--- config.mk ---
export PLATFORM = sky130hd
export DESIGN_NAME = draw_write_manager_flat
export DESIGN_NICKNAME = d
export VERILOG_FILES = /design/src/rtl/draw_write_manager_pkg.sv /design/src/rtl/draw_write_manager_if.sv /design/src/rtl/draw_pixel_addr.sv /design/src/rtl/draw_write_manager.sv /design/src/flat_wrapper.sv
export SDC_FILE = /design/constraint.sdc
export NUM_CORES = 1
export LEC_CHECK = 0
export ABC_AREA = 1
export CORE_MARGIN = 10
export CORE_UTILIZATION = 53
export DETAILED_ROUTE_END_ITERATION = 16
export PLACE_DENSITY_LB_ADDON = 0.3
export SLEW_MARGIN = 15
export SYNTH_ARGS = -nofsm -noshare
export SYNTH_HDL_FRONTEND = slang
export SYNTH_HIERARCHICAL = 1
export SYNTH_SLANG_ARGS = --single-unit
--- constraint.sdc ---
create_clock -name clk -period 2.1 [get_ports clk]
set_clock_uncertainty 0.2 [all_clocks]
set_input_delay 0.63 -clock clk [delete_from_list [all_inputs] [get_ports clk]]
set_output_delay 0.63 -clock clk [all_outputs]
set_load 0.02 [all_outputs]
--- src/rtl/draw_write_manager_pkg.sv ---
// Shared frame-manager constants and types for the draw write path.
// Holds the framebuffer geometry, bus widths, the compose FSM state enum
// and a helper for X/Z-safe sampling of single-bit bus inputs.
package draw_write_manager_pkg;

  localparam int DRAW_WIDTH        = 640;
  localparam int DRAW_HEIGHT       = 480;
  localparam int DRAW_WIDTH_ADDRW  = 10;
  localparam int DRAW_HEIGHT_ADDRW = 9;
  localparam int FB_ADDRW          = DRAW_WIDTH_ADDRW + DRAW_HEIGHT_ADDRW;
  localparam int COLOR_DEPTH       = 8;
  localparam int SOURCE_SEL_ADDRW  = 2;

  typedef enum logic [2:0] {
    IDLE,
    CLEAR,
    SELECT,
    AWAIT,
    STREAM,
    NEXT,
    DONE
  } dwm_state_e;

  // The draw bus is shared and may float; anything but a clean 1 reads as 0.
  function automatic logic is_high(input logic b);
    return (b === 1'b1);
  endfunction

endpackage

--- src/rtl/draw_write_manager_if.sv ---
// Shared draw-source bus.
//   write_source_sel / write_awaited : manager -> sources (who may stream)
//   write_active, write_color_data, write_transparent,
//   write_x_addr, write_y_addr       : selected source -> manager
// master = compose manager, slave = a draw source.
interface draw_write_manager_if;
  import draw_write_manager_pkg::*;

  logic [SOURCE_SEL_ADDRW-1:0]  write_source_sel;
  logic                         write_awaited;
  logic                         write_active;
  logic [COLOR_DEPTH-1:0]       write_color_data;
  logic                         write_transparent;
  logic [DRAW_WIDTH_ADDRW-1:0]  write_x_addr;
  logic [DRAW_HEIGHT_ADDRW-1:0] write_y_addr;

  modport master (
    output write_source_sel, write_awaited,
    input  write_active, write_color_data, write_transparent,
           write_x_addr, write_y_addr
  );

  modport slave (
    input  write_source_sel, write_awaited,
    output write_active, write_color_data, write_transparent,
           write_x_addr, write_y_addr
  );

endinterface

--- src/rtl/draw_pixel_addr.sv ---
// Pixel coordinate to linear framebuffer address, with bounds check.
//   clk, resetN : clock, async active-low reset
//   sample_en   : capture x/y this cycle
//   x, y        : pixel coordinates from the draw bus
//   addr        : registered y*DRAW_W + x (0 when out of bounds)
//   in_bounds   : registered x<DRAW_W && y<DRAW_H && address fits fb_addr
module draw_pixel_addr
  import draw_write_manager_pkg::*;
#(
  parameter int DRAW_W = DRAW_WIDTH,
  parameter int DRAW_H = DRAW_HEIGHT
) (
  input  logic                         clk,
  input  logic                         resetN,
  input  logic                         sample_en,
  input  logic [DRAW_WIDTH_ADDRW-1:0]  x,
  input  logic [DRAW_HEIGHT_ADDRW-1:0] y,
  output logic [FB_ADDRW-1:0]          addr,
  output logic                         in_bounds
);

  localparam logic [31:0] W32 = 32'(DRAW_W);
  localparam logic [31:0] H32 = 32'(DRAW_H);

  logic [31:0] x32;
  logic [31:0] y32;
  logic [31:0] lin;
  logic        ovf;
  logic        inb;

  // Product kept at 32 bits; any address that would not fit fb_addr is
  // treated as out of bounds rather than silently wrapped.
  always_comb begin
    x32 = 32'(x);
    y32 = 32'(y);
    lin = y32 * W32 + x32;
    ovf = |lin[31:FB_ADDRW];
    inb = (x32 < W32) && (y32 < H32) && !ovf;
  end

  always_ff @(posedge clk or negedge resetN) begin
    if (!resetN) begin
      addr      <= '0;
      in_bounds <= 1'b0;
    end else if (sample_en) begin
      addr      <= inb ? lin[FB_ADDRW-1:0] : '0;
      in_bounds <= inb;
    end
  end

endmodule

--- src/rtl/draw_write_manager.sv ---
// Frame compose manager: optionally clears the framebuffer, then polls each
// draw source in turn over the shared draw bus and forwards its pixels to
// the framebuffer write port.
//   clk, resetN          : clock, async active-low reset
//   frame_start          : pulse, start one compose (ignored when busy)
//   clear_en, bg_color   : fill framebuffer with bg_color first
//   bus (master)         : shared draw-source bus
//   fb_we/fb_addr/fb_wdata : framebuffer write port (always accepting)
//   frame_done           : pulse, compose finished
//   source_timeout       : pulse, selected source never became active
//   frame_overrun        : pulse, frame_start arrived while busy
//
// state  | meaning
// IDLE   | waiting for frame_start
// CLEAR  | writing bg_color, one address per cycle
// SELECT | addressing source idx, arming timeout
// AWAIT  | waiting for write_active (first active cycle is a pixel)
// STREAM | one pixel per active cycle, ends on first inactive cycle
// NEXT   | write_awaited low for a cycle, advance idx
// DONE   | frame_done pulse
module draw_write_manager
  import draw_write_manager_pkg::*;
#(
  parameter int SOURCE_COUNT  = 4,
  parameter int AWAIT_TIMEOUT = 16,
  parameter int DRAW_W        = DRAW_WIDTH,
  parameter int DRAW_H        = DRAW_HEIGHT
) (
  input  logic                   clk,
  input  logic                   resetN,
  input  logic                   frame_start,
  input  logic                   clear_en,
  input  logic [COLOR_DEPTH-1:0] bg_color,
  draw_write_manager_if.master   bus,
  output logic                   fb_we,
  output logic [FB_ADDRW-1:0]    fb_addr,
  output logic [COLOR_DEPTH-1:0] fb_wdata,
  output logic                   frame_done,
  output logic                   source_timeout,
  output logic                   frame_overrun
);

  localparam int TMO_W = $clog2(AWAIT_TIMEOUT + 1);
  localparam logic [TMO_W-1:0]            TMO_LOAD = TMO_W'(AWAIT_TIMEOUT - 1);
  localparam logic [FB_ADDRW-1:0]         CLR_LAST = FB_ADDRW'(DRAW_W * DRAW_H - 1);
  localparam logic [SOURCE_SEL_ADDRW-1:0] IDX_LAST = SOURCE_SEL_ADDRW'(SOURCE_COUNT - 1);

  dwm_state_e                  state;
  dwm_state_e                  state_nx;
  logic [SOURCE_SEL_ADDRW-1:0] idx;
  logic [FB_ADDRW-1:0]         clr_cnt;
  logic [TMO_W-1:0]            tmo_cnt;

  logic                        sampling;
  logic                        active;
  logic                        pixel;
  logic                        tmo_hit;

  logic                        pix_we_q;
  logic [COLOR_DEPTH-1:0]      pix_color_q;
  logic [FB_ADDRW-1:0]         pix_addr;
  logic                        pix_inb;

  assign sampling = (state == AWAIT) || (state == STREAM);
  assign active   = sampling && is_high(bus.write_active);
  assign pixel    = active && !is_high(bus.write_transparent);
  assign tmo_hit  = (state == AWAIT) && !active && (tmo_cnt == '0);

  always_ff @(posedge clk or negedge resetN) begin
    if (!resetN) state <= IDLE;
    else         state <= state_nx;
  end

  always_comb begin
    state_nx = state;
    case (state)
      IDLE:    if (frame_start) state_nx = clear_en ? CLEAR : SELECT;
      CLEAR:   if (clr_cnt == CLR_LAST) state_nx = SELECT;
      SELECT:  state_nx = AWAIT;
      AWAIT: begin
        if (active)              state_nx = STREAM;
        else if (tmo_cnt == '0)  state_nx = NEXT;
      end
      STREAM:  if (!active) state_nx = NEXT;
      NEXT:    state_nx = (idx == IDX_LAST) ? DONE : SELECT;
      DONE:    state_nx = IDLE;
      default: state_nx = IDLE;
    endcase
  end

  always_ff @(posedge clk or negedge resetN) begin
    if (!resetN) begin
      idx     <= '0;
      clr_cnt <= '0;
      tmo_cnt <= '0;
    end else begin
      case (state)
        IDLE: begin
          if (frame_start) begin
            idx     <= '0;
            clr_cnt <= '0;
          end
        end
        CLEAR:  clr_cnt <= (clr_cnt == CLR_LAST) ? '0 : clr_cnt + 1'b1;
        SELECT: tmo_cnt <= TMO_LOAD;
        AWAIT:  if (tmo_cnt != '0) tmo_cnt <= tmo_cnt - 1'b1;
        NEXT:   if (idx != IDX_LAST) idx <= idx + 1'b1;
        default: ;
      endcase
    end
  end

  // Pixel pipeline: data captured in the pixel's cycle, written the next.
  always_ff @(posedge clk or negedge resetN) begin
    if (!resetN) begin
      pix_we_q    <= 1'b0;
      pix_color_q <= '0;
    end else begin
      pix_we_q <= pixel;
      if (sampling) pix_color_q <= bus.write_color_data;
    end
  end

  draw_pixel_addr #(
    .DRAW_W (DRAW_W),
    .DRAW_H (DRAW_H)
  ) u_pixel_addr (
    .clk       (clk),
    .resetN    (resetN),
    .sample_en (sampling),
    .x         (bus.write_x_addr),
    .y         (bus.write_y_addr),
    .addr      (pix_addr),
    .in_bounds (pix_inb)
  );

  // Clear writes and pixel writes never overlap: a pixel write lands at the
  // latest in NEXT, and CLEAR is only entered from IDLE.
  always_comb begin
    bus.write_source_sel = '0;
    bus.write_awaited    = 1'b0;
    fb_we                = 1'b0;
    fb_addr              = '0;
    fb_wdata             = '0;
    frame_done           = (state == DONE);
    source_timeout       = tmo_hit;
    frame_overrun        = frame_start && (state != IDLE);

    if (state inside {SELECT, AWAIT, STREAM, NEXT}) bus.write_source_sel = idx;
    if (state inside {SELECT, AWAIT, STREAM})       bus.write_awaited    = 1'b1;

    if (state == CLEAR) begin
      fb_we    = 1'b1;
      fb_addr  = clr_cnt;
      fb_wdata = bg_color;
    end else if (pix_we_q && pix_inb) begin
      fb_we    = 1'b1;
      fb_addr  = pix_addr;
      fb_wdata = pix_color_q;
    end
  end

endmodule

--- src/flat_wrapper.sv ---
// flat-port wrapper written by rule: the top's interface ports become plain ports
module draw_write_manager_flat import draw_write_manager_pkg::*;
#(
  parameter int SOURCE_COUNT  = 4,
  parameter int AWAIT_TIMEOUT = 16,
  parameter int DRAW_W        = DRAW_WIDTH,
  parameter int DRAW_H        = DRAW_HEIGHT
)
  (clk, resetN, frame_start, clear_en, bg_color, fb_we, fb_addr, fb_wdata, frame_done, source_timeout, frame_overrun, bus_write_source_sel, bus_write_awaited, bus_write_active, bus_write_color_data, bus_write_transparent, bus_write_x_addr, bus_write_y_addr);
  draw_write_manager_if bus_i ();
  input  logic clk;
  input  logic resetN;
  input  logic frame_start;
  input  logic clear_en;
  input  logic [COLOR_DEPTH-1:0] bg_color;
  output logic fb_we;
  output logic [FB_ADDRW-1:0] fb_addr;
  output logic [COLOR_DEPTH-1:0] fb_wdata;
  output logic frame_done;
  output logic source_timeout;
  output logic frame_overrun;
  output wire logic [$bits(bus_i.write_source_sel)-1:0] bus_write_source_sel;
  output wire logic [$bits(bus_i.write_awaited)-1:0] bus_write_awaited;
  input wire logic [$bits(bus_i.write_active)-1:0] bus_write_active;
  input wire logic [$bits(bus_i.write_color_data)-1:0] bus_write_color_data;
  input wire logic [$bits(bus_i.write_transparent)-1:0] bus_write_transparent;
  input wire logic [$bits(bus_i.write_x_addr)-1:0] bus_write_x_addr;
  input wire logic [$bits(bus_i.write_y_addr)-1:0] bus_write_y_addr;
  assign bus_write_source_sel = bus_i.write_source_sel;
  assign bus_write_awaited = bus_i.write_awaited;
  assign bus_i.write_active = bus_write_active;
  assign bus_i.write_color_data = bus_write_color_data;
  assign bus_i.write_transparent = bus_write_transparent;
  assign bus_i.write_x_addr = bus_write_x_addr;
  assign bus_i.write_y_addr = bus_write_y_addr;
  draw_write_manager #(.SOURCE_COUNT(SOURCE_COUNT), .AWAIT_TIMEOUT(AWAIT_TIMEOUT), .DRAW_W(DRAW_W), .DRAW_H(DRAW_H)) u_core (.clk(clk), .resetN(resetN), .frame_start(frame_start), .clear_en(clear_en), .bg_color(bg_color), .bus(bus_i), .fb_we(fb_we), .fb_addr(fb_addr), .fb_wdata(fb_wdata), .frame_done(frame_done), .source_timeout(source_timeout), .frame_overrun(frame_overrun));
endmodule
==> flow_metrics.env, run 1 <==
export IMPL_synth_async_reset_ratio_pct=100.0
export IMPL_overflow=168
export IMPL_synth_area_per_cell_sq_um=7.230
export IMPL_cts_buffers=9
export IMPL_ioPinCount=75
export IMPL_synth_cells=564
export IMPL_synth_area_leaders="dfrtp_1 (36%), nand2_1 (13%), nand3_1 (8.3%), ha_1 (6.8%), inv_1 (6.6%)"
export IMPL_ys_seq_area_share_pct=35.59
export IMPL_yosysMostFrequentCell="nand2_1"
export IMPL_port_buffers=74
export IMPL_placed_cell_area_sq_um=5725
export IMPL_ys_flop_type="dfrtp_1"
export IMPL_synth_nets=629
export IMPL_synth_compound_gate_area_share_pct=13.65
export IMPL_haltStage="5_1_grt"
export IMPL_clk_path_buf_depth=2
export IMPL_ys_types=40
export IMPL_yosys_warnings=6
export IMPL_status="aborted with a tool error"
export IMPL_num_rows=31
export IMPL_synth_xor_area_share_pct=2.577
export IMPL_yosys_area_share_adder_pct=7.732
export IMPL_gp_congestion=0.9734
export IMPL_numClockSinks=58
export IMPL_htreeDepth=3
export IMPL_worst_path_end_type="register input"
export IMPL_first_error="[ERROR GRT-0232] Routing congestion too high. Check the congestion heatmap in the GUI."
export IMPL_grt_total_usage_pct=67.26
export IMPL_dpl_hpwl_um=9978
export IMPL_initial_core_util_pct=55.33
export IMPL_synth_top_family_by_area="simple AND/OR/NAND/NOR gates"
export IMPL_synthSimpleGateAreaFrac_pct=31.39
export IMPL_ys_seq_elements=58
export IMPL_grt_max_degree=59
export IMPL_synth_top_cell_area_share_pct=35.59
export IMPL_cts_root_buf="clkbuf_8"
export IMPL_synth_top_area_cell="dfrtp_1"
export IMPL_synth_common_cells="nand2_1 (145), inv_1 (72), nand3_1 (68)"
export IMPL_fp_dieH_um=107.7
export IMPL_synth_mux_area_share_pct=0
export IMPL_synth_edf_count=0
export IMPL_netlist_area_sq_um=4078
export IMPL_die_x_um=107.7
export IMPL_worst_endpoint="u_core/u_pixel_addr/addr[17]$_DFFE_PN0P_/D"
## kinds of logic after synthesis
group,after synthesis
and+or+nand+nor,289
DFF,58
AOI/OAI and AO/OA,92
buffers and inverters,89
xor gates and xnor gates,12
adders and majority gates,24
## routing by layer
layer,GRT overflow,GRT usage (%)
met5,0,8.482
met4,58,73.38
met3,1,54.31
met2,108,85.00
met1,1,62.76
## timing repair
action                     in CTS
buffers inserted               13
cloned                          1
setup endpoints to repair      44
gates resized for setup       309
hold buffers                    0
pin swaps                      37
## per-stage QoR
step / setup WS, ns / hold WS, ns / cells / setup TNS (ns)
2_1_floorplan: -0.4881 / 0.1344 / 564 / -2.766
3_3_place_gp: -1.037 / 0.2700 / 806 / -23.23
3_5_place_dp: -1.187 / 0.2772 / 806 / -25.59
4_1_cts: -0.3460 / 0.08996 / 835 / -9.998
==> inputs of run 2 (changes only) <==
--- a/config.mk
+++ b/config.mk
@@ -7,9 +7,9 @@
 export LEC_CHECK = 0
 export ABC_AREA = 1
 export CORE_MARGIN = 10
-export CORE_UTILIZATION = 53
+export CORE_UTILIZATION = 40
 export DETAILED_ROUTE_END_ITERATION = 16
-export PLACE_DENSITY_LB_ADDON = 0.3
+export PLACE_DENSITY_LB_ADDON = 0.15
 export SLEW_MARGIN = 15
 export SYNTH_ARGS = -nofsm -noshare
 export SYNTH_HDL_FRONTEND = slang
==> flow_metrics.env, run 2 <==
export IMPL_status="complete, but fails checks"
export IMPL_violations="negative setup slack"
export IMPL_ys_seq_area_share_pct=35.59
export IMPL_antennaDiodeCount=0
export IMPL_ir_drop_v=0.0005738
export IMPL_drt_pass1_iterations=4
export IMPL_drive_gt1_share_pct=39.87
export IMPL_final_cell_mix="nand2_1 (125), buf_4 (93), inv_1 (61), dfrtp_1 (58), nand3_1 (43)"
export IMPL_area_growth_pct=69.35
export IMPL_antenna_found_initial=0
export IMPL_synth_async_reset_ratio_pct=100.0
export IMPL_final_common_cell="nand2_1"
export IMPL_cts_tree="done"
export IMPL_ioPinCount=75
export IMPL_num_rows=36
export IMPL_die_x_um=121.0
export IMPL_final_max_slew_violation_count=0
export IMPL_fmax_ghz=0.4151
export IMPL_routedWlPerCell_um=15.61
export IMPL_synth_edf_count=0
export IMPL_dr_max_layer_used="met4"
export IMPL_min_period_ns=2.409
export IMPL_grt_max_degree=59
export IMPL_synth_common_cells="nand2_1 (145), inv_1 (72), nand3_1 (68)"
export IMPL_wl_met2_um=7138
export IMPL_fin_ws_ns=-0.3091
export IMPL_cts_root_buf="clkbuf_8"
export IMPL_layout_worst_path_cycle_share_pct=114.7
export IMPL_critPathLaunchType="flop"
export IMPL_hold_viol=0
export IMPL_critPathKind="flop to output pin"
export IMPL_drc=0
export IMPL_ys_types=40
export IMPL_port_buffers=74
export IMPL_num_vias=4467
export IMPL_dp_cells=836
export IMPL_rsz0062_at_grt="true"
export IMPL_ys_flop_type="dfrtp_1"
export IMPL_m1WireLength_um=5774
export IMPL_overflow=0
export IMPL_fp_dieH_um=121.0
export IMPL_final_core_util_pct=70.00
export IMPL_grt_pass1_vias=4507
export IMPL_initial_core_util_pct=41.34
export IMPL_clk_pin_slew_ns=0.07
export IMPL_numClockSinks=58
export IMPL_clk_path_buf_depth=2
export IMPL_fin_hold_ws_ns=0.05283
export IMPL_required_ns=1.27
export IMPL_synth_area_per_cell_sq_um=7.230
export IMPL_drt_total_wl_um=13710
export IMPL_viasPerCell=5.088
export IMPL_crit_path_end_kind="output pin"
export IMPL_power_total_mw=7.062
export IMPL_p_leak_nw=3.191
export IMPL_powerDensity_nw_per_um2=1023
export IMPL_netlist_area_sq_um=4078
export IMPL_setup_violations=40
export IMPL_reg_top3="u_core/clr_cnt (19), u_core/u_pixel_addr/addr (19), u_core/pix_color_q (8)"
export IMPL_cp_arrival_ns=1.58
export IMPL_hp_class="primary input to async pin"
export IMPL_grt_pass1_wl_um=21840
export IMPL_wl_met3_um=554
export IMPL_yosysMostFrequentCell="nand2_1"
export IMPL_ys_seq_elements=58
export IMPL_synth_top_area_cell="dfrtp_1"
export IMPL_grt_total_usage_pct=18.09
export IMPL_insertion_delay_ns=0.34
export IMPL_coreArea_sq_um=9864
export IMPL_pre_cts_slack_ns=-1.086
export IMPL_cts_buffers=9
export IMPL_drv_cap=0
export IMPL_path_max_fanout=6
export IMPL_layout_cells_non_filler=878
export IMPL_yosys_warnings=6
export IMPL_finalNetCount=805
export IMPL_slew_headroom_pct=75.32
export IMPL_synth_cells=564
export IMPL_ctsHoldBuffers=0
export IMPL_final_antenna_net_count=0
export IMPL_htreeDepth=3
export IMPL_dr_first_iter_drc_count=191
export IMPL_synth_top_cell_area_share_pct=35.59
export IMPL_dieArea_sq_um=14630
export IMPL_dpl_hpwl_um=9576
export IMPL_tightestPinTransition_ns=0.3689
export IMPL_synth_area_leaders="dfrtp_1 (36%), nand2_1 (13%), nand3_1 (8.3%), ha_1 (6.8%), inv_1 (6.6%)"
export IMPL_synth_nets=629
export IMPL_gp_congestion=0.9123
[run 2: cell counts after synthesis]
No cell type changed its count.
[run 2: worst max-delay path, cell delays in order, from the launching register on]
cell,delay [ns]
dfrtp_1,0.39
inv_2,0.08
nand2_4,0.05
inv_4,0.07
nand2_8,0.11
buf_12,0.17
a31o_4,0.23
buf_6,0.13
[run 2: metal layers]
layer	track usage, %	up-vias
li1	-	2219
met1	21.27	2119
met2	32.52	113
met3	2.839	16
met4	6.184	0
met5	0	-
[run 2: path summary, 6_finish.rpt]
kind,start,slack (ns),cells past startpoint,endpoint
setup / recovery,u_core/state[1],-0.31,7,fb_addr[0]
hold / removal,resetN,0.05,2,u_core/idx[0]
setup reg to reg,u_core/state[0],0.03,11,u_core/u_pixel_addr/addr[7]
hold reg to reg,u_core/u_pixel_addr/addr[12],0.30,2,u_core/u_pixel_addr/addr[12]
max in group asynchronous,resetN,1.32,2,u_core/u_pixel_addr/addr[13]
min in group clk,u_core/u_pixel_addr/addr[12],0.30,2,u_core/u_pixel_addr/addr[12]
[run 2: cell type report]
cell class / count / area [sq um]
timing repair inverter: 1 / 7.507
tap: 133 / 166.4
sequential: 58 / 1451
clock buffer: 11 / 141.4
inverter: 75 / 302.8
timing repair buffer: 178 / 1719
clock inverter: 5 / 77.57
multi-input combinational: 417 / 3039
fill: 780 / 2959
[run 2: cells by family after synthesis]
kind of cell	synth area share, %
fa+ha+maj	7.732
simple gates	31.39
buf+inv	9.052
flops	35.59
xor+xnor	2.577
compound gates	13.66
[run 2: power breakdown]
part / internal, mW / total [mW] / switching [mW]
registers: 1.49 / 1.71 / 0.219
logic: 1.91 / 4.19 / 2.28
clock network: 0.697 / 1.16 / 0.461
[run 2: per-stage QoR]
step	setup TNS [ns]	area [sq um]
2_1_floorplan	-2.766	4249
3_3_place_gp	-23.93	5725
3_5_place_dp	-24.90	5725
4_1_cts	-10.62	6584
5_1_grt	-12.87	6905
6_report	-9.948	6905
[run 2: what timing repair did]
action                     CTS  global route
pin swaps                   36            19
cloned                       4             1
setup endpoints to repair   49            58
resized for setup          319            56
setup buffers               19             6
Power figures use the tool's default switching activity.
==> inputs of run 3 (changes only) <==
--- a/config.mk
+++ b/config.mk
@@ -10,6 +10,7 @@
 export CORE_UTILIZATION = 40
 export DETAILED_ROUTE_END_ITERATION = 16
 export PLACE_DENSITY_LB_ADDON = 0.15
+export SKIP_LAST_GASP = 1
 export SLEW_MARGIN = 15
 export SYNTH_ARGS = -nofsm -noshare
 export SYNTH_HDL_FRONTEND = slang
==> constraint.sdc (replaced) <==
create_clock -name clk -period 2.1 [get_ports clk]
set_clock_uncertainty 0.2 [all_clocks]
set_input_delay 0.42 -clock clk [delete_from_list [all_inputs] [get_ports clk]]
set_output_delay 0.42 -clock clk [all_outputs]
set_load 0.02 [all_outputs]
==> flow_metrics.env, run 3 (synthesized netlist as in run 2, its figures left out) <==
export IMPL_routedWlPerCell_um=15.08
export IMPL_final_max_slew_violation_count=0
export IMPL_die_x_um=121.0
export IMPL_num_vias=4399
export IMPL_grt_pass1_vias=4590
export IMPL_cts_buffers=9
export IMPL_coreArea_sq_um=9864
export IMPL_port_buffers=74
export IMPL_hold_depth=2
export IMPL_rsz0062_at_grt="true"
export IMPL_initial_core_util_pct=41.34
export IMPL_r2r_cells=11
export IMPL_antenna_found_initial=0
export IMPL_dpl_hpwl_um=9270
export IMPL_grt_max_degree=59
export IMPL_regArea_sq_um=1451
export IMPL_insertion_delay_ns=0.33
export IMPL_multi_input_area_sq_um=2949
export IMPL_final_antenna_net_count=0
export IMPL_status="complete, but fails checks"
export IMPL_num_rows=36
export IMPL_drt_total_wl_um=13080
export IMPL_dr_first_iter_drc_count=322
export IMPL_setup_violations=35
export IMPL_slew_headroom_pct=71.62
export IMPL_fp_dieH_um=121.0
export IMPL_cts_tree="done"
export IMPL_antennaDiodeCount=0
export IMPL_clk_pin_slew_ns=0.08
export IMPL_path_max_fanout=7
export IMPL_fillers=786
export IMPL_powerDensity_nw_per_um2=1024
export IMPL_finalNetCount=794
export IMPL_required_ns=1.48
export IMPL_reg_top3="u_core/clr_cnt (19), u_core/u_pixel_addr/addr (19), u_core/pix_color_q (8)"
export IMPL_viasPerCell=5.074
export IMPL_cts_root_buf="clkbuf_8"
export IMPL_fin_hold_ws_ns=0.2919
export IMPL_drive_gt1_share_pct=35.56
export IMPL_grt_total_usage_pct=17.76
export IMPL_crit_path_end_kind="output pin"
export IMPL_ioPinCount=75
export IMPL_critPathKind="flop to output pin"
export IMPL_fmax_ghz=0.4493
export IMPL_numClockSinks=58
export IMPL_drt_pass1_iterations=4
export IMPL_dieArea_sq_um=14630
export IMPL_final_cell_mix="nand2_1 (129), buf_4 (83), inv_1 (66), dfrtp_1 (58), nand3_1 (48)"
export IMPL_power_total_mw=6.771
export IMPL_hp_class="flop to flop"
export IMPL_critPathLaunchType="flop"
export IMPL_final_common_cell="nand2_1"
export IMPL_final_core_util_pct=67.06
export IMPL_grt_pass1_wl_um=21490
export IMPL_min_period_ns=2.226
export IMPL_p_leak_nw=3.072
export IMPL_htreeDepth=3
export IMPL_area_growth_pct=62.23
export IMPL_ir_drop_v=0.0004760
export IMPL_violations="negative setup slack"
export IMPL_clk_path_buf_depth=2
export IMPL_hold_viol=0
export IMPL_drc=0
export IMPL_cp_arrival_ns=1.61
export IMPL_fin_ws_ns=-0.1256
export IMPL_layout_worst_path_cycle_share_pct=106.0
export IMPL_gp_congestion=0.8993
export IMPL_overflow=0
export IMPL_drv_cap=0
export IMPL_tightestPinTransition_ns=0.4241
## run 3: cell types whose count changed in the layout (fill, tap and decap cells not counted), sizes merged, moves of 2 or more
cell / delta
clkdlybuf4s50: +2
buf: -12
clkbuf: +2
inv: +2
nand2: +2
clkinvlp: -4
## run 3: path summary, 6_finish.rpt
path	from	end	slack, ns
max	u_core/state[1]	fb_addr[4]	-0.13
min	u_core/u_pixel_addr/addr[11]	u_core/u_pixel_addr/addr[11]	0.29
max reg2reg	u_core/state[0]	u_core/u_pixel_addr/addr[9]	0.08
min reg2reg	u_core/u_pixel_addr/addr[11]	u_core/u_pixel_addr/addr[11]	0.29
max in group asynchronous	resetN	u_core/u_pixel_addr/addr[1]	1.00
min in group asynchronous	resetN	u_core/clr_cnt[7]	0.41
## run 3: layout make-up
type                    instances  area share (%)
clock inverters                 2          0.5296
inverters                      75           4.502
flip-flops and latches         58           21.94
well taps                     133           2.516
multi-input cells             419           44.58
clock buffers                  14           2.459
repair buffers                166           23.47
## run 3: through the flow
stage / setup slack, ns / std cells / cell area, sq um / TNS [ns]
final: -0.1256 / 867 / 6615 / -2.433
after global routing: -0.1853 / 867 / 6615 / -4.729
after CTS: -0.1216 / 865 / 6407 / -2.541
after detailed placement: -0.8812 / 833 / 5602 / -14.45
after global placement: -0.8315 / 833 / 5602 / -13.92
after floorplan: -0.2785 / 564 / 4167 / -1.286
## run 3: repair_timing
action	in CTS	in global routing
pin swaps	28	10
endpoints found under the setup margin	43	53
gates cloned	4	0
gates resized for setup	347	42
hold buffers	1	0
endpoints found under the hold margin	58	0
buffers inserted	12	2
## run 3: worst max-delay path, cell delays in order (launching register included)
cell and delay, ns:
dfrtp_1 0.40, inv_2 0.09, nand2_4 0.07, inv_6 0.08, buf_12 0.13, nand2_8 0.08
buf_8 0.14, nand3_2 0.08, o21ai_4 0.06, buf_6 0.13
## run 3: report_power, final
group / internal [mW] / total (mW) / switching, mW / leakage, nW
Combinational: 1.80 / 3.99 / 2.20 / 2.21
Sequential: 1.49 / 1.73 / 0.235 / 0.756
Clock: 0.613 / 1.05 / 0.439 / 0.101
Total: 3.90 / 6.77 / 2.87 / 3.07
## run 3: routing by layer
layer  share of wire, %  vias to the layer above  track usage [%]
li1                   -                     2194                -
met1                 41                     2103            20.15
met2                 54                       84            33.16
met3                3.0                       18            1.954
met4                2.0                        0            6.637
met5                  0                        -                0
